==> src/rtl/food_placer.sv <==
// rtl/food_placer.sv - validates random food candidates against the grid and commits one food block
module food_placer #(
  parameter int GRID_WIDTH     = 32,
  parameter int GRID_HEIGHT    = 24,
  parameter int BITS_PER_BLOCK = 2,
  parameter int BLOCK_EMPTY    = 0,
  parameter int BLOCK_FOOD     = 3,
  parameter int MAX_TRIES      = 8,
  localparam int VW = $clog2(GRID_HEIGHT),
  localparam int HW = $clog2(GRID_WIDTH)
) (
  input  logic                      MasterClock,
  input  logic                      ResetN,
  input  logic                      PlaceReq,
  input  logic [VW-1:0]             CandV,
  input  logic [HW-1:0]             CandH,
  output logic [VW-1:0]             RdV,
  output logic [HW-1:0]             RdH,
  input  logic [BITS_PER_BLOCK-1:0] RdData,
  output logic                      WrEn,
  output logic [VW-1:0]             WrV,
  output logic [HW-1:0]             WrH,
  output logic [BITS_PER_BLOCK-1:0] WrData,
  output logic                      PlaceBusy,
  output logic                      PlaceDone,
  output logic                      PlaceFail,
  output logic [VW-1:0]             FoodV,
  output logic [HW-1:0]             FoodH,
  output logic                      FoodValid
);

  localparam logic [VW-1:0] V_FIRST = VW'(1);
  localparam logic [VW-1:0] V_LAST  = VW'(GRID_HEIGHT - 2);
  localparam logic [HW-1:0] H_FIRST = HW'(1);
  localparam logic [HW-1:0] H_LAST  = HW'(GRID_WIDTH - 2);
  localparam logic [7:0]    TRIES_LIMIT = 8'(MAX_TRIES);
  localparam logic [BITS_PER_BLOCK-1:0] CODE_EMPTY = BITS_PER_BLOCK'(BLOCK_EMPTY);
  localparam logic [BITS_PER_BLOCK-1:0] CODE_FOOD  = BITS_PER_BLOCK'(BLOCK_FOOD);

  typedef enum logic [2:0] {
    IDLE,
    SAMPLE,
    READ,
    CHECK,
    WRITE,
    FAIL
  } stateT;

  stateT         state;
  logic          modeScan;
  logic [7:0]    tries;
  logic [VW-1:0] tryV;
  logic [HW-1:0] tryH;

  logic          candInterior;
  logic [7:0]    triesInc;
  logic          triesExhausted;

  // Candidate bounds test and the saturating try count shared by SAMPLE and CHECK
  always_comb begin
    candInterior   = (CandV >= V_FIRST) && (CandV <= V_LAST) &&
                     (CandH >= H_FIRST) && (CandH <= H_LAST);
    triesInc       = (tries == 8'hFF) ? tries : tries + 8'd1;
    triesExhausted = (triesInc >= TRIES_LIMIT);
  end

  // The read address always follows the current try; the memory only uses it in READ
  assign RdV = tryV;
  assign RdH = tryH;

  // Placement FSM with registered strobes and food position
  always_ff @(posedge MasterClock or negedge ResetN) begin
    if (!ResetN) begin
      state     <= IDLE;
      modeScan  <= 1'b0;
      tries     <= 8'd0;
      tryV      <= '0;
      tryH      <= '0;
      WrEn      <= 1'b0;
      WrV       <= '0;
      WrH       <= '0;
      WrData    <= CODE_EMPTY;
      PlaceBusy <= 1'b0;
      PlaceDone <= 1'b0;
      PlaceFail <= 1'b0;
      FoodV     <= '0;
      FoodH     <= '0;
      FoodValid <= 1'b0;
    end else begin
      WrEn      <= 1'b0;
      PlaceDone <= 1'b0;
      PlaceFail <= 1'b0;
      WrData    <= CODE_EMPTY;
      case (state)
        IDLE: begin
          if (PlaceReq) begin
            tries     <= 8'd0;
            modeScan  <= 1'b0;
            PlaceBusy <= 1'b1;
            state     <= SAMPLE;
          end
        end
        SAMPLE: begin
          if (candInterior) begin
            tryV  <= CandV;
            tryH  <= CandH;
            state <= READ;
          end else begin
            tries <= triesInc;
            if (triesExhausted) begin
              modeScan <= 1'b1;
              tryV     <= V_FIRST;
              tryH     <= H_FIRST;
              state    <= READ;
            end else begin
              tryV <= CandV;
              tryH <= CandH;
            end
          end
        end
        READ: begin
          state <= CHECK;
        end
        CHECK: begin
          if (RdData == CODE_EMPTY) begin
            WrEn      <= 1'b1;
            PlaceDone <= 1'b1;
            WrV       <= tryV;
            WrH       <= tryH;
            WrData    <= CODE_FOOD;
            state     <= WRITE;
          end else if (!modeScan) begin
            tries <= triesInc;
            if (triesExhausted) begin
              modeScan <= 1'b1;
              tryV     <= V_FIRST;
              tryH     <= H_FIRST;
              state    <= READ;
            end else begin
              state <= SAMPLE;
            end
          end else if (tryH == H_LAST) begin
            // Row wrap; the last interior row wrapping means every cell was occupied
            tryH <= H_FIRST;
            tryV <= tryV + VW'(1);
            if (tryV == V_LAST) begin
              PlaceFail <= 1'b1;
              state     <= FAIL;
            end else begin
              state <= READ;
            end
          end else begin
            tryH  <= tryH + HW'(1);
            state <= READ;
          end
        end
        WRITE: begin
          FoodV     <= tryV;
          FoodH     <= tryH;
          FoodValid <= 1'b1;
          PlaceBusy <= 1'b0;
          state     <= IDLE;
        end
        FAIL: begin
          FoodValid <= 1'b0;
          PlaceBusy <= 1'b0;
          state     <= IDLE;
        end
        default: begin
          PlaceBusy <= 1'b0;
          state     <= IDLE;
        end
      endcase
    end
  end

endmodule

==> config.mk <==
export PLATFORM = sky130hd
export DESIGN_NAME = food_placer
export DESIGN_NICKNAME = d
export VERILOG_FILES = /design/src/rtl/food_placer.sv
export SDC_FILE = /design/constraint.sdc
export NUM_CORES = 1
export LEC_CHECK = 0
export BUFFER_PORTS_ARGS = -buffer_cell sky130_fd_sc_hd__buf_2
export CAP_MARGIN = 40
export CORE_UTILIZATION = 55
export DETAILED_ROUTE_END_ITERATION = 8
export GPL_TIMING_DRIVEN = 0
export PLACE_DENSITY = 0.8
export SETUP_SLACK_MARGIN = 0.2
export SYNTH_ARGS = -nofsm -noshare
export SYNTH_HDL_FRONTEND = slang
export SYNTH_SLANG_ARGS = --single-unit
==> constraint.sdc <==
create_clock -name MasterClock -period 2.31 [get_ports MasterClock]
set_clock_uncertainty 0.1 [all_clocks]
set_input_delay 0.231 -clock MasterClock [delete_from_list [all_inputs] [get_ports MasterClock]]
set_output_delay 0.231 -clock MasterClock [all_outputs]
set_load 0.05 [all_outputs]
==> Word level (Yosys, flattened, before mapping) <==
Index checks and enable logic that the tools add are counted.
{ "totals": {"reg_bits": 48, "latchBits": 0, "ram_bits": 0, "mem_bits_ro": 0, "input_bits": 15, "mem_count": 0} }
{ "op_classes": {"n_addsub": 3, "mul": 0, "div_mod_pow": 0, "order_cmp": 5, "n_eq_ne": 16, "n_shift": 0, "mux": 47, "n_bitwise": 1, "reduce_logical": 16} }
{ "ops": {"columns": ["operator", "n"], "rows": [
  ["5-bit two-way mux", 11],
  ["8-bit two-way mux", 5],
  ["8-bit one-hot mux with 3 select lines", 1],
  ["3-bit two-way mux", 7],
  ["5-bit one-hot mux with 2 select lines", 2],
  ["1-bit two-way mux", 14],
  ["3-bit one-hot mux with 4 select lines", 1],
  ["5-bit by 1-bit adder with 5-bit output, second input constant", 2],
  ["5-bit == test, second input constant", 2],
  ["5-bit by 1-bit greater-or-equal comparator with 1-bit output, second input constant", 2],
  ["5-bit <= comparator, second input constant", 2],
  ["2-bit != test, second input constant", 5],
  ["5-bit AND reduction", 2],
  ["3-bit != test, second input constant", 3],
  ["8-bit by 1-bit adder with 8-bit output, second input constant", 1],
  ["8-bit == test, second input constant", 1],
  ["8-bit by 4-bit greater-or-equal comparator with 1-bit output, second input constant", 1],
  ["3-bit by 2-bit == test with 1-bit output, second input constant", 2],
  ["3-bit == test, second input constant", 2],
  ["2-bit two-way mux", 3],
  ["2-bit AND reduction", 3],
  ["1-bit one-hot mux with 2 select lines", 2],
  ["4-bit AND reduction", 1],
  ["2-bit nonzero test", 2],
  ["9 further kinds", 11]
]} }

==> Longest topological paths before layout <==
Gate-level depths: netlist (run 1).
{ "logic_depth": {"ltp_word": 7, "mapped_depth": 7, "ltp_nobuf": 7} }

==> Worst setup path before layout (run 1) <==
OpenSTA, ideal clock, no wires.
{ "synth_timing": {"path_type": "flip-flop to flip-flop", "from": "register tryH[1], in the netlist RdH[1]", "to": "register state[1]", "arrival_time_ns": 1.915, "t_required_ns": 2.077, "path_slack_ns": 0.162, "stages_incl_launch_ff": 7, "synth_period_minus_slack_ns": 2.148, "path_cell_list": "dfrtp_1 ha_1 nand4_1 or4_1 nand2_1 o221a_1 nor3_1"} }
{ "synth_between": {"elab_chain_len": 5} }
{ "synth_lines": {"columns": ["item", "line_no", "text"], "rows": [
  ["start: declaration", "53", "logic [HW-1:0] tryH;"],
  ["start signal: assignment", "106", "tryH <= CandH;"],
  ["start signal: assignment", "117", "tryH <= CandH;"],
  ["start signal: assignment", "153", "tryH <= tryH + HW'(1);"],
  ["5-bit == test", "142", "end else if (tryH == H_LAST) begin"],
  ["3-bit two-way mux", "142", null],
  ["3-bit two-way mux", "132", "end else if (!modeScan) begin"],
  ["3-bit two-way mux", "125", "if (RdData == CODE_EMPTY) begin"],
  ["3-bit one-hot mux with 4 select lines", "94", "case (state)"],
  ["end signal: assignment", "100", "state <= SAMPLE;"],
  ["end signal: assignment", "131", "state <= WRITE;"],
  ["end signal: assignment", "138", "state <= READ;"],
  ["end: declaration", "49", "stateT state;"]
]} }
No other way between the ends.
A chain may end at the register's enable or synchronous reset.

==> Worst setup path in the final report (run 1) <==
{ "layout_timing": {"from": "register tries[1]", "to": "register tryH[0], in the netlist RdH[0]"} }
{ "layout_between": {"elab_chain_len": 6} }
{ "layout_lines": {"columns": ["item", "line_no", "text"], "rows": [
  ["start: declaration", "51", "logic [7:0] tries;"],
  ["start signal: assignment", "109", "tries <= triesInc;"],
  ["start signal: assignment", "133", "tries <= triesInc;"],
  ["8-bit by 1-bit adder with 8-bit output or 8-bit == test (tied branches)", "63", "triesInc = (tries == 8'hFF) ? tries : tries + 8'd1;"],
  ["8-bit two-way mux (*)", "63", null],
  ["8-bit by 4-bit greater-or-equal comparator with 1-bit output (*)", "64", "triesExhausted = (triesInc >= TRIES_LIMIT);"],
  ["5-bit two-way mux", "110", "if (triesExhausted) begin"],
  ["5-bit two-way mux", "104", "if (candInterior) begin"],
  ["5-bit one-hot mux with 2 select lines", "94", null]
]} }
Mark *: on every way between the ends. The rest lies on a longest branch, timed or not.

==> flow_summary.json, run 1 <==
{
  "synth_top_family_by_area": "compound AO/OA/AOI/OAI gates",
  "drt.antenna.violating_nets": 0,
  "routed_wl_mm": 6.79,
  "wire_per_inst_um": 17.5,
  "cts_root_buf": "clkbuf_8",
  "setup_viol_count_final": 0,
  "cp.required_ns": 2.40,
  "drive_above_1_share": 0.372,
  "crit_family": "compound AO/OA/AOI/OAI gates",
  "cts_tree": "built",
  "synth_common_cells": "dfrtp_1 (46), nand2_1 (21), nor2_1 (20), a21oi_1 (16), nand3_1 (14)",
  "layout_min_cycle_time_ns": 2.18,
  "cts_max_level": 2,
  "r2r_cells": 8,
  "multi_input_area_um2": 1400,
  "crit_chain": "buf_6, and3_1, buf_6, mux2i_4, a2bb2oi_4, o31ai_4, a21oi_4, mux2_4",
  "place_ws_ns": -0.0319,
  "clk_path_buf_depth": 2,
  "rsz0062_at_grt": "yes",
  "crit_type": "flop to flop",
  "maxCapViolCount": 0,
  "yosys.area.top_type": "dfrtp_1",
  "ys_ff_latch": 46,
  "gp_congestion": 0.854,
  "synth.avg_cell_area_um2": 10.1,
  "min_to": "RdH[3]",
  "yosysMostFrequentCell": "dfrtp_1",
  "area_growth_pct": 27.5,
  "synthesis.nets": 275,
  "fmax_mhz": 459,
  "critPathArrivalTime_ns": 2.26,
  "min_from": "CandH[3]",
  "clk_latency_ns": 0.30,
  "endpoint_kind": "flop",
  "reg2reg_slack_ns": 0.13,
  "num_io_pins": 52,
  "yosysWarnings": 0,
  "io_buffer_count": 51,
  "start_kind": "flop",
  "die_h_um": 70.3,
  "synth_compound_area_frac": 0.200,
  "start_util": 0.582,
  "synth_top_cell_area_share": 0.448,
  "p_leak_nw": 1.58,
  "die_x_um": 70.3,
  "layout_worst_path_cycle_share": 0.942,
  "drt_first_iter_violations": 324,
  "grt_usage": 0.262,
  "synth_cell_types": 56,
  "cp_max_fo": 5,
  "r2r_start": "tries[1]",
  "grt_pass1_vias": 2152,
  "power_density_nw_per_um2": 1350,
  "core_area_um2": 4410,
  "grt_overflow_total": 0,
  "synth-adder-area-share": 0.0244,
  "finalWorstSetupSlack_ns": 0.133,
  "netlist_area_um2": 2570,
  "fillers": 301,
  "cts_buffers": 5,
  "r2r-end": "RdH[0]",
  "placementRows": 24,
  "cp_common_cell": "buf_6",
  "dp.cells": 359,
  "synthTopCellsByArea": "dfrtp_1 (45%), mux2_2 (4.8%), a21oi_1 (3.1%), nand2_1 (3.1%), nor2_1 (2.9%)",
  "antenna_found_initial": 0,
  "crit_slowest_cell": "dfrtp_1",
  "status": "finished, final reports clean",
  "dr.pass1.iters": 5,
  "yosys.area_share.simple": 0.170,
  "nNetsFinal": 355,
  "async_reset_ff_frac": 1.00,
  "grt_pass1_wl_mm": 10.3,
  "tightest_slew_ns": 0.591,
  "min_path_type": "primary input to flop",
  "hold_violations": 0,
  "diodes": 0,
  "clock-sinks": 46,
  "cp_num_buf_inv": 2,
  "grt_start_max_net_pins": 25,
  "synthFlopType": "dfrtp_1",
  "die_area_um2": 4950,
  "peakVddDrop_mv": 1.18,
  "vias": 2409,
  "clk_pin_slew_worst_paths_ns": 0.09,
  "seq_area_frac_synth": 0.448,
  "seq_area_um2": 1150,
  "netlist_instances": 255,
  "finalMaxSlewViolations": 0,
  "finalPower_mw": 4.44,
  "synthXorXnorAreaFrac": 0.0136,
  "slowest_delay_ns": 0.42,
  "synth_edf_count": 0,
  "min_delay_path_depth": 3,
  "slew_headroom": 0.606,
  "final_cells": 388,
  "vias_per_cell": 6.21,
  "drc": 0,
  "dp_hpwl_mm": 4.27,
  "synthMuxAreaShare": 0.0999
}
## metal layers
layer	track usage	wire length [um]
met5	0	0
met3	0.0476	535
met4	0.0867	104
met1	0.382	2960
met2	0.394	3190
## worst max path at each step
stage / startpoint / end / slack (ns) / cells past startpoint
2_1_floorplan: tries[0] / RdH[0] / 0.21 / 7
3_3_place_gp: tries[0] / RdH[0] / -0.02 / 7
3_5_place_dp: tries[0] / RdH[0] / -0.03 / 7
4_1_cts: tries[1] / RdH[0] / 0.13 / 7
5_1_grt: tries[3] / RdH[2] / 0.05 / 8
6_report: tries[1] / RdH[0] / 0.13 / 8
## cells by family after synthesis
logic type	Yosys count
buffers and inverters	24
muxes	23
DFF	46
and+or+nand+nor	88
AOI/OAI and AO/OA	65
adders and majority gates	5
xor gates and xnor gates	4
## registers in the layout (all words and copies together), names as in the netlist, 3 cells and up
register,cells
tries,8
FoodH,5
FoodV,5
RdH,5
RdV,5
WrH,5
WrV,5
state,3
## worst reg2reg max path: cells and delay by family, from the launching register on
kind	cells	cell delay [ns]
multiplexers	2	0.55
buffers and inverters	2	0.26
AO/OA/AOI/OAI	3	0.59
AND/OR/NAND/NOR	1	0.16
flip-flops	1	0.42
## metrics by stage
step / area, um^2 / TNS (ns) / utilization / hold WS, ns
after floorplan: 2570 / 0 / - / -0.165
after global placement: 2890 / -0.0236 / 0.655 / 0.351
after detailed placement: 2920 / -0.0319 / 0.661 / 0.160
final: 3270 / 0 / 0.742 / 0.107
after global routing: 3270 / 0 / 0.742 / 0.114
after CTS: 3160 / 0 / 0.717 / 0.103
## cell type report
| type | instances | share of cell area |
|---|---|---|
| clock inverters | 1 | 0.00229 |
| multi-input cells | 185 | 0.428 |
| repair buffers | 73 | 0.139 |
| plain buffers | 14 | 0.0241 |
| clock buffers | 7 | 0.0233 |
| flip-flops and latches | 46 | 0.352 |
| inverters | 10 | 0.0115 |
| well taps | 52 | 0.0199 |
## power breakdown
part	switching [mW]	internal [mW]	leakage, nW
clock network	0.271	0.215	0.0385
logic	1.80	0.785	0.965
registers	0.264	1.10	0.580
total	2.33	2.10	1.58
## what timing repair did
item | CTS | global route
resized for setup | 12 | 15
hold buffers | 1 | 0
buffers inserted | 13 | 7
pin swaps | 8 | 10
hold endpoints to repair | 23 | 0
endpoints found under the setup margin | 22 | 19
## layout by cell type, fill, tap and decap left out, types with 3 or more instances in the layout
cell	n
buf_2	54
dfrtp_1	44
nand2_1	21
buf_4	20
nor2_1	19
a21oi_1	16
nand3_1	13
mux2_2	11
inv_1	9
o21ai_0	7
clkbuf_1	6
mux2_1	6
nand4_1	5
nor3_1	5
clkbuf_8	5
buf_6	4
and2_1	4
o21ai_1	4
a21oi_4	4
mux2i_1	4
a2bb2oi_1	4
ha_1	4
clkbuf_2	3
and3_1	3
a21o_1	3
a31oi_1	3
o31ai_1	3
No activity file was read; power rests on OpenSTA's default activity.
==> inputs of run 2 (changes only) <==
--- a/config.mk
+++ b/config.mk
@@ -8,10 +8,10 @@
 export BUFFER_PORTS_ARGS = -buffer_cell sky130_fd_sc_hd__buf_2
 export CAP_MARGIN = 40
 export CORE_UTILIZATION = 55
+export CTS_CLUSTER_SIZE = 20
 export DETAILED_ROUTE_END_ITERATION = 8
 export GPL_TIMING_DRIVEN = 0
 export PLACE_DENSITY = 0.8
-export SETUP_SLACK_MARGIN = 0.2
 export SYNTH_ARGS = -nofsm -noshare
 export SYNTH_HDL_FRONTEND = slang
 export SYNTH_SLANG_ARGS = --single-unit
==> run 2 against run 1 <==
Sequential power about the same. Design area down 4.9%. Sequential share of layout area up 1.7 points. Final cell count down 3.1%. Non-clock buffer count down 12. Die area unchanged. First-iteration DRC count down 48%. Sequential cell count unchanged. Critical path type unchanged. Largest cell class unchanged.
==> flow_summary.json, run 2 (synthesis results as in run 1) <==
{
  "tightest_slew_ns": 0.709,
  "placed_area_um2": 2910,
  "dp_hpwl_mm": 4.44,
  "endpoint_kind": "flop",
  "p_leak_nw": 1.50,
  "die_h_um": 70.3,
  "layout_worst_path_cycle_share": 0.957,
  "grt_usage": 0.267,
  "maxCapViolCount": 0,
  "nNetsFinal": 343,
  "setup_viol_count_final": 0,
  "grt_pass1_vias": 2151,
  "vias": 2252,
  "layout_commonest_cell": "buf_2",
  "cp.required_ns": 2.40,
  "dp.cells": 359,
  "start_util": 0.582,
  "hold_violations": 0,
  "drt.antenna.violating_nets": 0,
  "layout_min_cycle_time_ns": 2.21,
  "clk_path_buf_depth": 2,
  "placementRows": 24,
  "start_kind": "flop",
  "clock-sinks": 46,
  "routed_wl_mm": 6.21,
  "grt_pass1_wl_mm": 10.4,
  "gp_congestion": 0.910,
  "crit_type": "flop to flop",
  "drt_first_iter_violations": 168,
  "final_cells": 376,
  "finalMaxSlewViolations": 0,
  "finalPower_mw": 4.33,
  "holdWs_ns": 0.111,
  "area_growth_pct": 21.3,
  "critPathArrivalTime_ns": 2.30,
  "fmax_mhz": 452,
  "power_density_nw_per_um2": 1390,
  "die_area_um2": 4950,
  "diodes": 0,
  "cts_buffers": 5,
  "cts_tree": "built",
  "antenna_found_initial": 0,
  "vias_per_cell": 5.99,
  "core_area_um2": 4410,
  "clk_pin_slew_worst_paths_ns": 0.09,
  "drive_above_1_share": 0.318,
  "clk_latency_ns": 0.30,
  "slew_headroom": 0.527,
  "die_x_um": 70.3,
  "cp_max_fo": 5,
  "largest_register_ffs": 8,
  "grt_start_max_net_pins": 27,
  "wire_per_inst_um": 16.5,
  "final_core_util": 0.705,
  "grt_overflow_total": 0,
  "drc": 0,
  "regMostFlops": "tries",
  "min_path_type": "primary input to flop",
  "peakVddDrop_mv": 1.17,
  "cts_max_level": 2,
  "num_io_pins": 52,
  "cts_root_buf": "clkbuf_8",
  "status": "finished, final reports clean",
  "dr.pass1.iters": 5,
  "most-common-layout-cells": "buf_2 (54), dfrtp_1 (46), nand2_1 (21), nor2_1 (19), a21oi_1 (16)",
  "io_buffer_count": 51,
  "fin_area_um2": 3110
}
## run 2: what timing repair did
| item | 4_1_cts | 5_1_grt |
|---|---|---|
| buffers inserted | 4 | 4 |
| endpoints found under the hold margin | 20 | 0 |
| pin swaps | 1 | 3 |
| resized for setup | 1 | 6 |
| setup endpoints to repair | 1 | 12 |
| hold buffers | 1 | 0 |
## run 2: stage by stage
step           setup TNS, ns  worst slack [ns]
6_report                   0             0.100
5_1_grt              -0.0110          -0.00635
4_1_cts                    0            0.0189
3_5_place_dp         -0.0603           -0.0603
3_3_place_gp         -0.0507           -0.0507
2_1_floorplan              0             0.162
## run 2: final timing paths
check                              start       end  slack, ns  cells past startpoint
worst max-delay path            tries[0]  state[0]       0.10                      8
worst min-delay path            CandH[3]    RdH[3]       0.11                      3
worst max register to register  tries[0]  state[0]       0.10                      8
worst min register to register    WrH[0]    WrH[0]       0.39                      2
max in group asynchronous         ResetN  tries[3]       1.27                      3
min in group asynchronous         ResetN  FoodH[4]       0.33                      2
## run 2: metal layers
layer / vias to the layer above / wire length, um / global-route usage
met2: 98 / 2880 / 0.416
met4: 0 / 76 / 0.0667
met5: - / 0 / 0
li1: 1066 / - / -
met3: 8 / 499 / 0.0476
met1: 1080 / 2760 / 0.383
## run 2: layout make-up
cell class / instances / area, um^2
repair buffers: 61 / 345
flip-flops and latches: 46 / 1150
clock buffers: 6 / 82.6
multi-input cells: 185 / 1350
inverters: 10 / 37.5
fillers: 341 / 1300
well taps: 52 / 65.1
clock inverters: 2 / 12.5
plain buffers: 14 / 75.1
## run 2: critical path, stage by stage, from the launching register on
cell and delay, ns:
dfrtp_1 0.43, ha_4 0.18, nand4_1 0.24, nor2_4 0.20, a2bb2oi_4 0.25, buf_4 0.15, or2_1 0.11, o21ai_1 0.07
a221o_1 0.36
## run 2: where the power goes
group / internal [mW] / switching (mW) / total [mW]
Sequential: 1.10 / 0.277 / 1.38
Combinational: 0.709 / 1.73 / 2.44
Clock: 0.241 / 0.276 / 0.517
==> inputs of run 3 (changes only) <==
==> constraint.sdc (replaced) <==
create_clock -name MasterClock -period 2.7 [get_ports MasterClock]
set_clock_uncertainty 0.1 [all_clocks]
set_input_delay 0.27 -clock MasterClock [delete_from_list [all_inputs] [get_ports MasterClock]]
set_output_delay 0.27 -clock MasterClock [all_outputs]
set_load 0.05 [all_outputs]
==> run 3 against run 2 <==
Final cell count shrank 2.1%. First-iteration DRC count shrank 19%. Highest routed layer unchanged. Die area unchanged. Worst setup slack improved by 0.19 ns. Worst hold slack better by 0.042 ns. Register-to-register slack improved by 0.19 ns. Design area decreased by 3.3%.
==> flow_summary.json, run 3 (synthesis results as in run 1) <==
{
  "peakVddDrop_mv": 1.00,
  "die_h_um": 70.3,
  "grt_pass1_vias": 2141,
  "drt.antenna.violating_nets": 0,
  "crit_chain": "ha_1, nand4_1, nor2_2, a2bb2oi_4, o31ai_4, a21oi_4, mux2_4",
  "finalSetupTns_ns": 0,
  "power_density_nw_per_um2": 1220,
  "drive_above_1_share": 0.291,
  "crit_slowest_cell": "dfrtp_1",
  "cts_tree": "built",
  "clk_pin_slew_worst_paths_ns": 0.09,
  "regMostFlops": "tries",
  "critPathArrivalTime_ns": 2.50,
  "setup_viol_count_final": 0,
  "reg2reg_slack_ns": 0.29,
  "placementRows": 24,
  "maxCapViolCount": 0,
  "core_area_um2": 4410,
  "clk_latency_ns": 0.30,
  "die_x_um": 70.3,
  "nNetsFinal": 335,
  "startpoint": "tries[0]",
  "clk_path_buf_depth": 2,
  "crit_type": "flop to flop",
  "cp_max_fo": 7,
  "grt_overflow_total": 0,
  "cts_resized": 0,
  "r2r_start": "tries[0]",
  "fmax_mhz": 415,
  "routed_wl_mm": 6.05,
  "crit_family": "compound AO/OA/AOI/OAI gates",
  "layout_min_cycle_time_ns": 2.41,
  "gp_congestion": 0.910,
  "status": "finished, final reports clean",
  "p_leak_nw": 1.46,
  "most-common-layout-cells": "buf_2 (54), dfrtp_1 (46), nand2_1 (21), nor2_1 (20), a21oi_1 (16)",
  "area_growth_pct": 17.3,
  "finalWorstSetupSlack_ns": 0.291,
  "finalPower_mw": 3.69,
  "grt_start_max_net_pins": 27,
  "io_buffer_count": 51,
  "crit_cells": 7,
  "grt_pass1_wl_mm": 10.3,
  "slowest_delay_ns": 0.39,
  "drt_first_iter_violations": 136,
  "fin_area_um2": 3010,
  "cp_num_buf_inv": 0,
  "layout_commonest_cell": "buf_2",
  "start_kind": "flop",
  "wire_per_inst_um": 16.4,
  "hold_violations": 0,
  "grt_usage": 0.264,
  "dp_hpwl_mm": 4.44,
  "layout_worst_path_cycle_share": 0.892,
  "die_area_um2": 4950,
  "r2r_cells": 7,
  "min_path_type": "primary input to flop",
  "tightest_slew_ns": 0.723,
  "place_ws_ns": 0.330,
  "diodes": 0,
  "r2r-end": "RdH[0]",
  "drc": 0,
  "cts_root_buf": "clkbuf_8",
  "cts_max_level": 2,
  "slew_headroom": 0.518,
  "rsz0062_at_grt": "no",
  "placed_area_um2": 2910,
  "dr.pass1.iters": 4,
  "largest_register_ffs": 8,
  "endpoint_kind": "flop",
  "num_io_pins": 52,
  "cts_buffers": 5,
  "finalMaxSlewViolations": 0,
  "clock-sinks": 46,
  "vias_per_cell": 5.97,
  "min_delay_path_depth": 3,
  "antenna_found_initial": 0,
  "cp.required_ns": 2.79,
  "vias": 2196,
  "setup.worst_path.end": "RdH[0]",
  "start_util": 0.582
}
run 3: worst min-delay path by stage:
stage	startpoint	to	slack (ns)
floorplan	ResetN	FoodH[0]	-0.13
global placement	FoodValid	FoodValid	0.36
detailed placement	ResetN	FoodH[3]	0.16
CTS	CandH[3]	RdH[3]	0.15
global route	CandV[3]	RdV[3]	0.16
finish	CandH[3]	RdH[3]	0.15
run 3: what timing repair did:
action / 4_1_cts / 5_1_grt
buffers inserted: 0 / 0
setup endpoints to repair: 0 / 0
endpoints found under the hold margin: 20 / 0
hold buffers: 1 / 0
run 3: worst register-to-register path: cells and delay by family (launching register included):
kind,cells,cell delay [ns]
compound gates,3,0.71
simple gates,2,0.55
flops,1,0.39
mux,1,0.32
fa+ha+maj,1,0.24
run 3: report_power, final:
group | internal (mW) | switching (mW) | leakage [nW]
Sequential | 0.941 | 0.232 | 0.582
Clock | 0.206 | 0.234 | 0.0472
Combinational | 0.600 | 1.48 | 0.829
run 3: area by class of cell:
type / count / area (um^2)
fillers: 361 / 1400
clock buffers: 6 / 82.6
multi-input cells: 185 / 1300
inverters: 10 / 37.5
flip-flops and latches: 46 / 1150
well taps: 52 / 65.1
repair buffers: 53 / 285
clock inverters: 2 / 12.5
plain buffers: 14 / 75.1
run 3: metrics by stage:
step / utilization / hold WS [ns] / instances
after floorplan: - / -0.126 / 255
after global placement: 0.654 / 0.359 / 358
after detailed placement: 0.659 / 0.165 / 359
after CTS: 0.683 / 0.148 / 368
after global routing: 0.683 / 0.156 / 368
final: 0.683 / 0.153 / 368
run 3: routing by layer:
| layer | vias to the layer above | GRT usage | wire length, um |
|---|---|---|---|
| met3 | 6 | 0.0534 | 389 |
| li1 | 1053 | - | - |
| met4 | 0 | 0.0644 | 61 |
| met2 | 84 | 0.412 | 2790 |
| met5 | - | 0 | 0 |
| met1 | 1053 | 0.376 | 2810 |
